[src/rtl/adc_pkg.sv]
// Shared definitions for the flash ADC front end: comparator count, encoder
// output width and the majority vote used for bubble correction.
package adc_pkg;

  localparam int N_COMP = 255;
  localparam int BIN_W  = 8;

  function automatic logic maj3(input logic a, input logic b, input logic c);
    return (a & b) | (a & c) | (b & c);
  endfunction

endpackage

[src/rtl/therm_sync.sv]
// Multi-flop synchroniser for the comparator bank; every bit gets its own
// STAGES-deep chain and the chain shifts on every clock.
module therm_sync #(
  parameter int W      = 255,
  parameter int STAGES = 2
) (
  input  logic         clk,
  input  logic         rst_n,
  input  logic [W-1:0] d,
  output logic [W-1:0] q
);

  logic [W-1:0] chain [STAGES];

  always_ff @(posedge clk) begin
    if (!rst_n) begin
      for (int s = 0; s < STAGES; s++) begin
        chain[s] <= '0;
      end
    end else begin
      chain[0] <= d;
      for (int s = 1; s < STAGES; s++) begin
        chain[s] <= chain[s-1];
      end
    end
  end

  assign q = chain[STAGES-1];

endmodule

[src/rtl/therm_bubble_corrector.sv]
// Captures synchronised comparator samples on sample_en, applies 3-input
// majority bubble correction and counts corrected samples.
module therm_bubble_corrector
  import adc_pkg::*;
#(
  parameter int N           = N_COMP,
  parameter int SYNC_STAGES = 2,
  parameter int ERR_CNT_W   = 16
) (
  input  logic                 clk,
  input  logic                 rst_n,
  input  logic [N-1:0]         comp_in,
  input  logic                 sample_en,
  input  logic                 cnt_clr,
  output logic [N-1:0]         therm_out,
  output logic                 therm_valid,
  output logic                 bubble_det,
  output logic [ERR_CNT_W-1:0] bubble_cnt
);

  localparam logic [ERR_CNT_W-1:0] CNT_MAX = {ERR_CNT_W{1'b1}};

  logic [N-1:0] sync_out;
  logic [N-1:0] cap;
  logic         v1;
  logic [N+1:0] padded;
  logic [N-1:0] corrected;

  therm_sync #(
    .W      (N),
    .STAGES (SYNC_STAGES)
  ) u_sync (
    .clk   (clk),
    .rst_n (rst_n),
    .d     (comp_in),
    .q     (sync_out)
  );

  always_ff @(posedge clk) begin
    if (!rst_n) begin
      cap <= '0;
      v1  <= 1'b0;
    end else begin
      v1 <= sample_en;
      if (sample_en) begin
        cap <= sync_out;
      end
    end
  end

  // Below bit 0 the code is treated as a 1 and above the top bit as a 0,
  // so the end bits vote against a single real neighbour.
  assign padded = {1'b0, cap, 1'b1};

  always_comb begin
    corrected = '0;
    for (int i = 0; i < N; i++) begin
      corrected[i] = maj3(padded[i], padded[i+1], padded[i+2]);
    end
  end

  always_ff @(posedge clk) begin
    if (!rst_n) begin
      therm_out   <= '0;
      therm_valid <= 1'b0;
      bubble_det  <= 1'b0;
    end else begin
      therm_valid <= v1;
      bubble_det  <= v1 & (corrected != cap);
      if (v1) begin
        therm_out <= corrected;
      end
    end
  end

  always_ff @(posedge clk) begin
    if (!rst_n) begin
      bubble_cnt <= '0;
    end else if (cnt_clr) begin
      bubble_cnt <= '0;
    end else if (bubble_det && (bubble_cnt != CNT_MAX)) begin
      bubble_cnt <= bubble_cnt + ERR_CNT_W'(1);
    end
  end

endmodule

[config.mk]
export PLATFORM = sky130hd
export DESIGN_NAME = therm_bubble_corrector
export DESIGN_NICKNAME = d
export VERILOG_FILES = /design/src/rtl/adc_pkg.sv /design/src/rtl/therm_sync.sv /design/src/rtl/therm_bubble_corrector.sv
export SDC_FILE = /design/constraint.sdc
export NUM_CORES = 2
export LEC_CHECK = 0
export CORE_MARGIN = 4
export CORE_UTILIZATION = 49
export DETAILED_ROUTE_END_ITERATION = 8
export HOLD_SLACK_MARGIN = 0.12
export MAX_ROUTING_LAYER = met4
export PLACE_DENSITY = 0.71
export SYNTH_ARGS = -nofsm -noshare
export SYNTH_HDL_FRONTEND = slang
export SYNTH_SLANG_ARGS = --single-unit
[constraint.sdc]
create_clock -name clk -period 2.2 [get_ports clk]
set_clock_uncertainty 0.05 [all_clocks]
set_input_delay 0.44 -clock clk [delete_from_list [all_inputs] [get_ports clk]]
set_output_delay 0.44 -clock clk [all_outputs]
set_load 0.01 [all_outputs]
==> flow_summary.yaml <==
yosys:
  post_synthesis_cell_area_mm2: 0.0387
  synth_top_flop_cell: "sky130_fd_sc_hd__dfxtp_1"
  combinational_family_with_the_most_area_after_synthesis: "simple AND/OR/NAND/NOR gates"
  postSynthCellCount: 4070
  asyncSetResetFlopFracSynth_pct: 0
  synth_edf_count: 0
  synth-adder-area-share_pct: 0.0324
  ys_seq_area_share_pct: 53.8
  synth.top_cells.by_area: "sky130_fd_sc_hd__dfxtp_1 54%, sky130_fd_sc_hd__and2_1 8.3%, sky130_fd_sc_hd__o21ai_0 6.9%, sky130_fd_sc_hd__mux2i_1 6.7%, sky130_fd_sc_hd__nor2b_1 4.9%"
  synth-compound-area-share_pct: 14.8
  ys.warnings.count: 0
  yosysTopAreaCell: "sky130_fd_sc_hd__dfxtp_1"
  syn_nets: 4330
  synth_xor_area_share_pct: 0.272
  yosys.area_share.simple_pct: 19.3
  synthMuxAreaShare_pct: 6.82
  avgSynthCellArea_um2: 9.50
  postSynthRegisterBits: 1039
  yosys.area.top_type_share_pct: 53.8
  synth.distinct_cells: 65
cts:
  h_tree_depth_reported_by_cts: 3
  clock_latency_ns: 0.67
  cts_made_buffers: 105
  clock_root_cell: "sky130_fd_sc_hd__clkbuf_16"
  sink_count: 1039
  post_cts_buffers: 0
  clock_tree_from_tritoncts: "done"
  clock_path_buffers: 3
  clk_transition_reported_paths_ns: 0.06
floorplan:
  std_cell_rows: 102
  pin_count: 532
  start_util_pct: 49.7
  chipHeight_um: 289
  floorplan.die_area_mm2: 0.0835
  floorplan.die.width_um: 289
  core_mm2: 0.0778
global_route:
  first_global_vias: 28900
  largest_net_degree_at_the_start_of_global_routing: 103
  antenna_found_initial: 4
  grt_remaining_overflow: 0
  groute.usage.overall_pct: 28.1
  grt_pass1_wl_um: 175000
worst_setup_path:
  ff2ff_setup_slack_ns: -0.13
  timing.critical_path.to_type: "flip-flop"
  critPathKind: "flip-flop to flip-flop"
  critPathRequiredTime_ns: 2.70
  critical_path_peak_fanout: 2
  reg2reg_depth: 9
  startpoint_type: "flip-flop"
  crit_path_arrival_time_ns: 2.82
power_and_ir_drop:
  comb_power_share_pct: 8.5
  p_clk_share_pct: 44.2
  power_report.internal_total_mw: 32.7
  powerDensity_mw_per_mm2: 838
  sequential_group_share_of_total_power_pct: 47.3
  vdd.ir_drop.worst_uv: 671
  power_mw: 42.5
  switchingPower_mw: 9.73
  switching_share_pct: 22.9
  static-leakage-power_nw: 19.5
cells_and_area:
  areaGrowthSynthToFinish_pct: 31.1
  fraction_of_layout_cells_with_a_size_suffix_above_1_pct: 12.5
  finalCoreUtilization_pct: 65.1
  fillers: 6359
  net_count_final: 4964
run_status:
  failed_checks: "setup timing"
  run_status: "finished with violations"
timing:
  slew_violations: 0
  slew_headroom_pct: 20.2
  finalSetupViolCount: 1
  finalWorstSetupSlack_ns: -0.127
  final.period_utilization_pct: 106
  tightestPinTransition_ns: 1.19
  final.min_clock_period_ns: 2.33
  fmax_mhz: 430
  unrepaired_setup_endpoints_after_global_routing: "true"
  final_hold_viol_count: 0
drt:
  finalWirelength_um: 118000
  detailedRoute.firstPassIterationCount: 5
  drc: 0
  routedWlPerCell_um: 20.3
  viasPerCell: 5.24
  detail-route-antenna-nets: 0
  num_vias: 30600
  initialDrtViolationCount: 2195
placement:
  place.detailed.hpwl_um: 88500
  portBuffers: 531
  place.gp.congestion: 0.922
run:
  maxCapViolCount: 0
min_path:
  min_path_cells: 2
  worstHoldPathType: "primary input to flip-flop"
## repair_timing
action                                  in CTS  in global routing
gates resized for setup                     28                  9
endpoints found under the setup margin       7                 11
endpoints found under the hold margin        4                  0
cloned                                       0                  0
hold buffers                                 2                  0
pin swaps                                    5                  4
## placed cells by master (no fill, tap or decap), drive strengths merged, types with 21 or more instances in the layout
| cell | count |
|---|---|
| dfxtp | 1039 |
| o21ai | 534 |
| clkdlybuf4s50 | 523 |
| and2 | 513 |
| buf | 372 |
| nor2b | 302 |
| nand2 | 272 |
| a31oi | 262 |
| mux2i | 260 |
| clkbuf | 148 |
| inv | 105 |
| nand2b | 61 |
| a211oi | 54 |
| o211ai | 39 |
| clkinv | 29 |
| nor2 | 25 |
| nand4 | 24 |
| nor3b | 22 |
| a21oi | 21 |
## final cells by class
cell class	instances	area [µm²]	share of cell area, %
Antenna cell	3	7.51	0.0148
Clock buffer	148	3040	6.00
Clock inverter	50	656	1.29
Inverter	102	383	0.755
Multi-Input combinational cell	2553	16100	31.7
Sequential cell	1039	20800	41.1
Tap cell	1040	1300	2.57
Timing Repair Buffer	903	8430	16.6
## worst max-delay path: stages (launching register included)
cell,delay [ns]
sky130_fd_sc_hd__dfxtp_1,0.32
sky130_fd_sc_hd__nor2b_1,0.25
sky130_fd_sc_hd__buf_4,0.16
sky130_fd_sc_hd__o32ai_1,0.09
sky130_fd_sc_hd__a311oi_1,0.32
sky130_fd_sc_hd__buf_4,0.16
sky130_fd_sc_hd__nand4_1,0.09
sky130_fd_sc_hd__nor3_1,0.33
sky130_fd_sc_hd__nand4_1,0.14
sky130_fd_sc_hd__o31a_1,0.29
## per-stage QoR
step | setup WS, ns | area, µm² | hold WS (ns) | instances | TNS (ns)
floorplan | 0.0566 | 38700 | 0.362 | 4070 | 0
global placement | -0.295 | 46800 | 0.364 | 5635 | -0.295
detailed placement | -0.329 | 46800 | 0.367 | 5635 | -0.329
CTS | -0.0975 | 50700 | 0.258 | 5835 | -0.0975
global route | -0.189 | 50700 | 0.262 | 5838 | -0.189
finish | -0.127 | 50700 | 0.291 | 5838 | -0.127
## synth_stat cells (25+ instances only)
cell type,count
sky130_fd_sc_hd__dfxtp_1,1039
sky130_fd_sc_hd__o21ai_0,533
sky130_fd_sc_hd__and2_1,512
sky130_fd_sc_hd__clkbuf_1,322
sky130_fd_sc_hd__nor2b_1,302
sky130_fd_sc_hd__nand2_1,272
sky130_fd_sc_hd__a31oi_1,262
sky130_fd_sc_hd__mux2i_1,260
sky130_fd_sc_hd__inv_1,88
sky130_fd_sc_hd__nand2b_1,61
sky130_fd_sc_hd__a211oi_1,54
sky130_fd_sc_hd__o211ai_1,39
sky130_fd_sc_hd__buf_1,25
sky130_fd_sc_hd__nor2_1,25
## power by group through the flow
stage / clock network [mW] / registers, mW / logic, mW
floorplan: 0 / 20.4 / 1.61
global placement: 0 / 20.5 / 3.55
detailed placement: 0 / 20.5 / 3.57
CTS: 19.0 / 20.1 / 3.63
global route: 19.8 / 20.1 / 3.89
finish: 18.8 / 20.1 / 3.63
## worst paths after layout
check,startpoint,to
setup / recovery,cap[81]$_SDFFE_PN0P_,bubble_det$_SDFF_PN0_
hold / removal,comp_in[38],u_sync.chain[0][38]$_SDFF_PN0_
setup reg to reg,cap[81]$_SDFFE_PN0P_,bubble_det$_SDFF_PN0_
hold reg to reg,u_sync.chain[0][97]$_SDFF_PN0_,u_sync.chain[1][97]$_SDFF_PN0_
## registers in the layout (all words and copies together), names as in the netlist
| name | cells |
|---|---|
| v1 | 1 |
| bubble_det | 1 |
| therm_valid | 1 |
| therm_out | 255 |
| u_sync.chain | 510 |
| bubble_cnt | 16 |
| cap | 255 |
## cells by family after synthesis
kind of cell	count (synthesis)
compound gates	978
xor+xnor	12
fa+ha+maj	1
buf+inv	478
flops	1039
mux	263
simple gates	1299
## layer usage
metal  vias to the layer above  global-route usage, %  wire (µm)  part of all wire [%]
li1                      15100                      -          -                     -
met1                     14500                   35.8      51300                    43
met2                       843                   45.9      56300                    47
met3                       174                   5.69       7580                   6.4
met4                         0                   7.43       3330                   2.8
met5                         -                      -          0                     0
(Power assumes the default switching activity.)
